`src/rtl/a0_trace_pkg.sv`:
```
// Shared types and sizing helpers for the A0 trace FIFO.
// trace_entry_t matches the default configuration; parameterised tops build their own.
package a0_trace_pkg;

  localparam int DEF_WIDTH    = 32;
  localparam int DEF_DEPTH    = 16;
  localparam int DEF_TS_WIDTH = 16;
  localparam int PTR_W        = $clog2(DEF_DEPTH);

  typedef struct packed {
    logic [DEF_WIDTH-1:0]    data;
    logic [DEF_TS_WIDTH-1:0] ts;
  } trace_entry_t;

  // Occupancy counter width: must represent 0..depth inclusive.
  function automatic int cnt_w(input int depth);
    return $clog2(depth + 1);
  endfunction

endpackage

```
`src/rtl/a0_trace_fifo_sync_fifo.sv`:
```
// Generic synchronous FIFO with first-word fall-through read data.
// Caller guarantees push is only asserted when !full || pop, and pop only when count != 0.
module sync_fifo #(
  parameter int  DEPTH   = 16,
  parameter type entry_t = logic [7:0],
  localparam int PTR_W   = $clog2(DEPTH),
  localparam int CNT_W   = $clog2(DEPTH + 1)
) (
  input  logic             clk,
  input  logic             rst,
  input  logic             push,
  input  logic             pop,
  input  entry_t           wr_data,
  output entry_t           rd_data,
  output logic [CNT_W-1:0] count,
  output logic             full
);

  entry_t           mem [DEPTH];
  logic [PTR_W-1:0] wr_ptr;
  logic [PTR_W-1:0] rd_ptr;

  // Storage has no reset: entries are only observable once count says so.
  always_ff @(posedge clk) begin
    if (push) begin
      mem[wr_ptr] <= wr_data;
    end
  end

  always_ff @(posedge clk) begin
    if (rst) begin
      wr_ptr <= '0;
      rd_ptr <= '0;
      count  <= '0;
    end else begin
      if (push) begin
        wr_ptr <= wr_ptr + PTR_W'(1);
      end
      if (pop) begin
        rd_ptr <= rd_ptr + PTR_W'(1);
      end
      case ({push, pop})
        2'b10:   count <= count + CNT_W'(1);
        2'b01:   count <= count - CNT_W'(1);
        default: count <= count;
      endcase
    end
  end

  assign rd_data = mem[rd_ptr];
  assign full    = (count == CNT_W'(DEPTH));

endmodule

```
`src/rtl/a0_trace_fifo.sv`:
```
// Captures every change of the CPU's A0 register with a cycle timestamp and
// queues it for a host to drain without ever stalling the CPU.
module a0_trace_fifo
  import a0_trace_pkg::*;
#(
  parameter int WIDTH    = 32,
  parameter int DEPTH    = 16,
  parameter int TS_WIDTH = 16
) (
  input  logic                       clk,
  input  logic                       rst,
  input  logic                       en,
  input  logic [WIDTH-1:0]           a0_in,
  input  logic                       clr_ovf,
  output logic                       out_valid,
  input  logic                       out_ready,
  output logic [WIDTH-1:0]           out_data,
  output logic [TS_WIDTH-1:0]        out_ts,
  output logic [$clog2(DEPTH+1)-1:0] count,
  output logic                       full,
  output logic                       overflow
);

  localparam int CNT_W = cnt_w(DEPTH);

  typedef struct packed {
    logic [WIDTH-1:0]    data;
    logic [TS_WIDTH-1:0] ts;
  } entry_t;

  logic [TS_WIDTH-1:0] ts_q;
  logic [WIDTH-1:0]    prev_a0;
  logic                push_req;
  logic                push;
  logic                pop;
  logic                drop;
  entry_t              wr_entry;
  entry_t              rd_entry;

  // Handshake: the head entry transfers on any clk edge where out_valid && out_ready;
  // out_valid never depends on out_ready and the head holds until it is taken.
  assign out_valid = (count != CNT_W'(0));
  assign pop       = out_valid && out_ready;

  assign push_req  = en && (a0_in != prev_a0);
  // A pop in the same cycle frees the slot a full FIFO would otherwise lack.
  assign push      = push_req && (!full || pop);
  assign drop      = push_req && full && !pop;

  always_comb begin
    wr_entry      = '0;
    wr_entry.data = a0_in;
    wr_entry.ts   = ts_q;
  end

  sync_fifo #(
    .DEPTH   (DEPTH),
    .entry_t (entry_t)
  ) u_fifo (
    .clk     (clk),
    .rst     (rst),
    .push    (push),
    .pop     (pop),
    .wr_data (wr_entry),
    .rd_data (rd_entry),
    .count   (count),
    .full    (full)
  );

  assign out_data = rd_entry.data;
  assign out_ts   = rd_entry.ts;

  // prev_a0 tracks a0_in unconditionally, so a value dropped while full is never retried.
  always_ff @(posedge clk) begin
    if (rst) begin
      ts_q     <= '0;
      prev_a0  <= '0;
      overflow <= 1'b0;
    end else begin
      ts_q    <= ts_q + TS_WIDTH'(1);
      prev_a0 <= a0_in;
      if (drop) begin
        overflow <= 1'b1;
      end else if (clr_ovf) begin
        overflow <= 1'b0;
      end
    end
  end

endmodule

```
`config.mk`:
```
export PLATFORM = sky130hd
export DESIGN_NAME = a0_trace_fifo
export DESIGN_NICKNAME = d
export VERILOG_FILES = /design/src/rtl/a0_trace_pkg.sv /design/src/rtl/a0_trace_fifo_sync_fifo.sv /design/src/rtl/a0_trace_fifo.sv
export SDC_FILE = /design/constraint.sdc
export NUM_CORES = 1
export LEC_CHECK = 0
export CAP_MARGIN = 10
export CORE_UTILIZATION = 61
export DETAILED_ROUTE_END_ITERATION = 8
export GPL_TIMING_DRIVEN = 0
export PLACE_DENSITY = 0.79
export SLEW_MARGIN = 20
export SYNTH_ARGS = -nofsm -noshare
export SYNTH_HDL_FRONTEND = slang
export SYNTH_HIERARCHICAL = 1
export SYNTH_SLANG_ARGS = --single-unit
```
`constraint.sdc`:
```
create_clock -name clk -period 4.2 [get_ports clk]
set_input_delay 0.84 -clock clk [delete_from_list [all_inputs] [get_ports clk]]
set_output_delay 0.84 -clock clk [all_outputs]
set_load 0.01 [all_outputs]
```
==> results.py, run 1 <==
metrics = {
    "timing": {
        "rsz0062_at_grt": "true",
        "final.setup.tns_ns": 0,
        "finClkSkew_ns": 0.0238,
        "slew_viol_final": 0,
        "setup_viol": 0,
        "fin_crit_ns": 4.15,
        "finalHoldViolCount": 0,
        "clock.fmax_mhz": 241,
        "fin_crit_sh_pct": 98.7,
        "maxSlewHeadroom_pct": 40.2,
        "tightestPinTransition_ns": 0.896,
    },
    "placed_design": {
        "postPlaceCellArea_um2": 33700,
        "portBuffers": 92,
        "dp_hpwl_um": 40100,
        "place_inst": 2255,
        "gp_congestion": 0.763,
    },
    "drt": {
        "drt-total-wl_um": 69300,
        "drt_iter0_drc": 1600,
        "drc_errors": 0,
        "drt-vias-per-instance": 6.55,
        "vias": 15800,
        "detail-route-antenna-nets": 0,
        "drtPass1Iterations": 5,
        "wl_per_cell_um": 28.8,
    },
    "synthesis": {
        "synth_common_cells": "768 x edfxtp_1, 192 x mux4_2, 96 x a22oi_1",
        "synth.most_common_cell": "edfxtp_1",
        "synth.top_cell.area_share_pct": 73.2,
        "syn-num-nets": 1522,
        "yosys_register_bits": 834,
        "synth_async_sr_flop_share_pct": 0,
        "synth_edf_count": 768,
        "syn-cell-area_um2": 31500,
        "ys_top_cells_by_area": "edfxtp_1 73%, mux4_2 14%, dfxtp_1 4.2%, a22oi_1 2.3%, xnor2_1 1.1%",
        "synth_ff_type": "edfxtp_1",
        "synth_top_area_cell": "edfxtp_1",
        "synth_cells": 1475,
        "synth_warnings": 6,
        "syn_area_per_cell_um2": 21.4,
        "ys_seq_area_share_pct": 77.4,
        "synthDistinctLibCells": 40,
    },
    "global_routing": {
        "grt.overflow.total": 0,
        "grt_pass1_wl_um": 103000,
        "grt_use_total_pct": 27.2,
        "first_global_vias": 16400,
        "grt_max_degree": 34,
        "antenna_found_initial": 3,
    },
    "worst_setup_path": {
        "cp.required_ns": 3.36,
        "slowest_stage": "buf_1",
        "start_kind": "flip-flop",
        "cp_cell_sequence": "buf_2 -> buf_1 -> mux4_2 -> a22oi_1 -> nand2_1 -> clkdlybuf4s50_1",
        "r2r_setup_slack_ns": 0.51,
        "reg2reg_depth": 14,
        "critPathTopFamily": "buffers and inverters",
        "setup.worst_path.end_class": "primary output",
        "rr_endpoint": "u_fifo/count[4]",
        "worstPathMaxFanout": 10,
        "r2r_start": "prev_a0[1]",
        "critPathMaxStageDelay_ns": 0.72,
        "cp_num_buf_inv": 3,
        "arrival_ns": 3.31,
        "path_class": "flip-flop to primary output",
    },
    "clocking": {
        "cts_setup_buffers": 0,
        "clk_latency_ns": 0.63,
        "numCtsBuffers": 81,
        "clk_pin_slew_ns": 0.06,
        "cts_buffer_depth": 3,
        "htreeDepth": 3,
        "cts_tree": "done",
        "clock_sinks": 834,
        "cts_root_buffer": "clkbuf_16",
    },
    "final_layout": {
        "syn2layout_area_growth_pct": 14.9,
        "fin_area_um2": 36200,
        "regArea_um2": 24400,
        "n_fill_cell": 2809,
        "final_core_util_pct": 71.6,
        "final_cells": 2404,
        "multi_input_area_um2": 6810,
        "drive_gt1_share_pct": 23.9,
        "finalNetCount": 1712,
    },
    "floorplanning": {
        "die-width_um": 229,
        "die-area_um2": 52600,
        "ios": 93,
        "start_util_pct": 62.3,
        "fp.coreArea_um2": 50600,
        "floorplan.rows": 82,
        "die_h_um": 229,
    },
    "hold_path": {
        "worstHoldPathType": "flip-flop to flip-flop",
        "whs_path_depth": 2,
        "holdCritStartpoint": "u_fifo/rd_ptr[3]",
    },
    "power_and_ir_drop": {
        "power.density_nw_per_um2": 559,
        "p_leak_nw": 11.6,
        "vdd_drop_max_mv": 0.438,
    },
    "run_status": {
        "status": "finished, final reports clean",
    },
    "run": {
        "maxCapViolations": 0,
    },
}
[through the flow]
stage / total power [mW] / worst slack [ns] / hold slack (ns)
2_1_floorplan: 12.0 / 0.674 / 0.485
3_3_place_gp: 13.3 / -1.99 / 0.549
3_5_place_dp: 13.4 / -0.932 / 0.564
4_1_cts: 20.4 / -0.0276 / 0.571
5_1_grt: 20.9 / -0.0405 / 0.608
6_report: 20.2 / 0.0534 / 0.572
[cell usage in the layout, fill, tap and decap left out, types with 16 or more instances in the layout]
cell / Yosys / layout
nor2b_1: 36 / 36
clkbuf_2: 0 / 36
edfxtp_1: 768 / 768
buf_4: 18 / 17
clkbuf_1: 36 / 47
dfxtp_1: 66 / 66
nand2_1: 60 / 60
and2_4: 0 / 16
nor2_1: 32 / 32
clkbuf_16: 0 / 83
mux4_2: 192 / 192
clkdlybuf4s50_1: 0 / 60
xnor2_1: 41 / 37
a22oi_1: 96 / 96
[report_power, final]
| part | internal [mW] | switching (mW) |
|---|---|---|
| clock | 4.05 | 2.97 |
| sequential | 9.28 | 0.105 |
| combinational | 1.94 | 1.89 |
| total | 15.3 | 4.97 |
[sequential cells by signal (all words and copies together) (netlist names), named ones only]
name	count
prev_a0	32
u_fifo/mem	768
u_fifo/rd_ptr	4
u_fifo/count	5
overflow	1
ts_q	16
u_fifo/wr_ptr	4
[tightest hold or removal path, delay by kind of cell, from the launching register on]
kind          cells  cell delay [ns]
flops             1             0.30
simple gates      1             0.08
xor+xnor          1             0.14
[area by class of cell]
class	instances	share of cell area [%]
plain buffers	74	1.07
repair buffers	108	3.26
well taps	672	2.32
clock inverters	31	0.657
inverters	7	0.0726
multi-input cells	559	18.8
clock buffers	118	6.46
flip-flops and latches	834	67.3
diodes	1	0.00691
[metal layers]
metal  track usage (%)  vias up  part of all wire [%]
li1                  -     6464                     -
met1              37.2     8308                    39
met2              44.1      827                    50
met3              5.65      155                   8.4
met4              9.23        4                   2.8
met5                 0        -                 0.049
[worst max path at each step]
stage / start / endpoint / slack (ns) / cells past startpoint
after floorplan: a0_in[30] / u_fifo/mem[10][0] / 0.67 / 9
after detailed placement: a0_in[25] / u_fifo/count[4] / -0.93 / 15
final: flip-flop / out_data[0] / 0.05 / 6
after global routing: flip-flop / out_data[0] / -0.04 / 6
after CTS: a0_in[12] / u_fifo/count[4] / -0.03 / 15
after global placement: a0_in[26] / u_fifo/mem[3][39] / -1.99 / 10
[logic make-up after synthesis]
family	Yosys count	synth area share (%)
DFF	834	77.4
muxes	196	13.9
and+or+nand+nor	188	3.07
adders and majority gates	10	0.397
xor gates and xnor gates	54	1.50
buffers and inverters	82	1.21
AOI/OAI and AO/OA	111	2.58
[what timing repair did]
item,4_1_cts,5_1_grt
resized for setup,30,75
pin swaps,0,0
hold buffers,0,0
endpoints found under the setup margin,37,130
Note: power is estimated with default switching activity, not from simulation.
==> run 2, diff against run 1 <==
--- a/config.mk
+++ b/config.mk
@@ -7,6 +7,7 @@
 export LEC_CHECK = 0
 export CAP_MARGIN = 10
 export CORE_UTILIZATION = 61
+export CTS_CLUSTER_DIAMETER = 120
 export DETAILED_ROUTE_END_ITERATION = 8
 export GPL_TIMING_DRIVEN = 0
 export PLACE_DENSITY = 0.79
==> results of run 2 <==
The final DEF is identical to that of run 1; final timing and power are the same.
==> run 3, diff against run 2 <==
--- a/config.mk
+++ b/config.mk
@@ -5,13 +5,13 @@
 export SDC_FILE = /design/constraint.sdc
 export NUM_CORES = 1
 export LEC_CHECK = 0
-export CAP_MARGIN = 10
+export CAP_MARGIN = 20
 export CORE_UTILIZATION = 61
 export CTS_CLUSTER_DIAMETER = 120
 export DETAILED_ROUTE_END_ITERATION = 8
 export GPL_TIMING_DRIVEN = 0
 export PLACE_DENSITY = 0.79
-export SLEW_MARGIN = 20
+export SLEW_MARGIN = 15
 export SYNTH_ARGS = -nofsm -noshare
 export SYNTH_HDL_FRONTEND = slang
 export SYNTH_HIERARCHICAL = 1
==> run 3 against run 2 <==
Final area about the same. Sequential share of layout area about the same. Non-clock buffer count up 1. Core utilization about the same. Die area unchanged. Global-route usage up 0.15 points. Largest power group unchanged. Clock power up 1%. Sequential power about the same.
==> results.py, run 3 (same netlist as run 1, synthesis figures left out) <==
metrics = {
    "run_status": {
        "status": "finished, final reports clean",
    },
    "worst_setup_path": {
        "cp_cell_sequence": "buf_2 -> buf_1 -> mux4_2 -> a22oi_1 -> nand2_1 -> clkdlybuf4s50_1",
        "critPathMaxStageDelay_ns": 0.60,
        "reg2reg_depth": 14,
        "arrival_ns": 3.28,
        "setup.worst_path.end_class": "primary output",
        "worstPathMaxFanout": 10,
        "rr_endpoint": "u_fifo/count[4]",
        "slowest_stage": "buf_1",
        "cp.required_ns": 3.36,
        "start_kind": "flip-flop",
        "r2r_start": "prev_a0[1]",
        "r2r_setup_slack_ns": 0.50,
        "path_class": "flip-flop to primary output",
    },
    "floorplanning": {
        "die_h_um": 229,
        "fp.coreArea_um2": 50600,
        "ios": 93,
        "floorplan.rows": 82,
        "start_util_pct": 62.3,
        "die-area_um2": 52600,
        "die-width_um": 229,
    },
    "timing": {
        "finalHoldViolCount": 0,
        "finClkSkew_ns": 0.0278,
        "fin_crit_sh_pct": 98.0,
        "hold_slack_ns": 0.577,
        "fin_crit_ns": 4.12,
        "slew_viol_final": 0,
        "clock.fmax_mhz": 243,
        "tightestPinTransition_ns": 0.872,
        "setup_viol": 0,
        "maxSlewHeadroom_pct": 41.8,
        "rsz0062_at_grt": "false",
        "fin_ws_ns": 0.0847,
    },
    "clocking": {
        "cts_root_buffer": "clkbuf_16",
        "clock_sinks": 834,
        "cts_tree": "done",
        "clk_pin_slew_ns": 0.06,
        "cts_buffer_depth": 3,
        "htreeDepth": 3,
        "postCtsHoldBufs": 0,
        "cts_setup_buffers": 0,
        "cts_resized": 40,
        "clk_latency_ns": 0.64,
        "numCtsBuffers": 79,
    },
    "power_and_ir_drop": {
        "vdd_drop_max_mv": 0.420,
        "p_leak_nw": 11.6,
        "power.density_nw_per_um2": 562,
    },
    "final_layout": {
        "fin_area_um2": 36200,
        "syn2layout_area_growth_pct": 14.8,
        "top_register": "u_fifo/mem",
        "n_fill_cell": 2833,
        "largest_reg_flops": 768,
        "final_cell_mix": "768 x edfxtp_1, 192 x mux4_2, 96 x a22oi_1, 83 x clkbuf_16, 66 x dfxtp_1",
        "final_common_cell": "edfxtp_1",
        "drive_gt1_share_pct": 24.6,
        "top_regs": "u_fifo/mem: 768 flops, prev_a0: 32 flops, ts_q: 16 flops",
        "finalNetCount": 1711,
        "multi_input_area_um2": 6810,
        "regArea_um2": 24400,
    },
    "drt": {
        "drt-vias-per-instance": 6.54,
        "vias": 15700,
        "drt_iter0_drc": 1596,
        "drc_errors": 0,
        "drt-total-wl_um": 70400,
        "drtPass1Iterations": 5,
        "wl_per_cell_um": 29.3,
        "detail-route-antenna-nets": 0,
    },
    "run": {
        "maxCapViolations": 0,
    },
    "hold_path": {
        "whs_path_depth": 2,
        "holdCritStartpoint": "u_fifo/wr_ptr[1]",
        "worstHoldPathType": "flip-flop to flip-flop",
        "holdPathEnd": "u_fifo/wr_ptr[1]",
    },
    "global_routing": {
        "grt.overflow.total": 0,
        "first_global_vias": 16500,
        "antenna_found_initial": 2,
        "grt_max_degree": 46,
        "grt_use_total_pct": 27.3,
        "grt_pass1_wl_um": 104000,
    },
    "placed_design": {
        "dp_hpwl_um": 39500,
        "postPlaceCellArea_um2": 33700,
        "portBuffers": 92,
        "pre_cts_ws_ns": -0.920,
        "gp_congestion": 0.763,
    },
}
## run 3: area by class of cell
type	count	area share [%]
flip-flops and latches	834	67.4
multi-input cells	559	18.8
clock buffers	96	5.90
repair buffers	108	3.17
well taps	672	2.32
clock inverters	49	1.25
plain buffers	75	1.06
inverters	7	0.0726
diodes	1	0.00692
## run 3: how the worst max path moves through the flow
stage               from                end  cells past startpoint
2_1_floorplan  a0_in[30]  u_fifo/mem[10][0]                      9
3_3_place_gp   a0_in[26]  u_fifo/mem[3][39]                     10
3_5_place_dp   a0_in[25]    u_fifo/count[4]                     15
4_1_cts        a0_in[25]    u_fifo/count[4]                     15
5_1_grt         a0_in[8]    u_fifo/count[4]                     15
6_report       flip-flop       out_data[30]                      6
## run 3: metrics by stage
stage	instances	power [mW]	util (%)	TNS, ns
global placement	2239	13.3	65.8	-1343.83
detailed placement	2255	13.4	66.6	-174.62
CTS	2400	20.5	71.7	-0.0332
floorplan	1475	12.0	-	0
global route	2401	21.0	71.5	0
finish	2401	20.3	71.5	0
## run 3: report_power, final
| group | leakage [nW] | switching (mW) | internal [mW] |
|---|---|---|---|
| registers | 7.55 | 0.102 | 9.28 |
| clock network | 1.28 | 3.00 | 4.12 |
| logic | 2.78 | 1.90 | 1.94 |
| total | 11.6 | 5.01 | 15.3 |
## run 3: metal layers
layer	vias to the layer above	routed length [um]	share of wire (%)	track usage (%)
met5	-	13	0.018	0
met4	2	2090	3.0	10.0
met3	160	5580	7.9	4.66
met2	818	35300	50	45.1
met1	8261	27300	39	37.1
li1	6460	-	-	-
## run 3: critical path, delay by kind of cell, from the launching register on
kind | cells | cell delay [ns]
buffers and inverters | 3 | 1.48
muxes | 1 | 0.41
DFF | 1 | 0.41
and+or+nand+nor | 1 | 0.15
AOI/OAI and AO/OA | 1 | 0.21
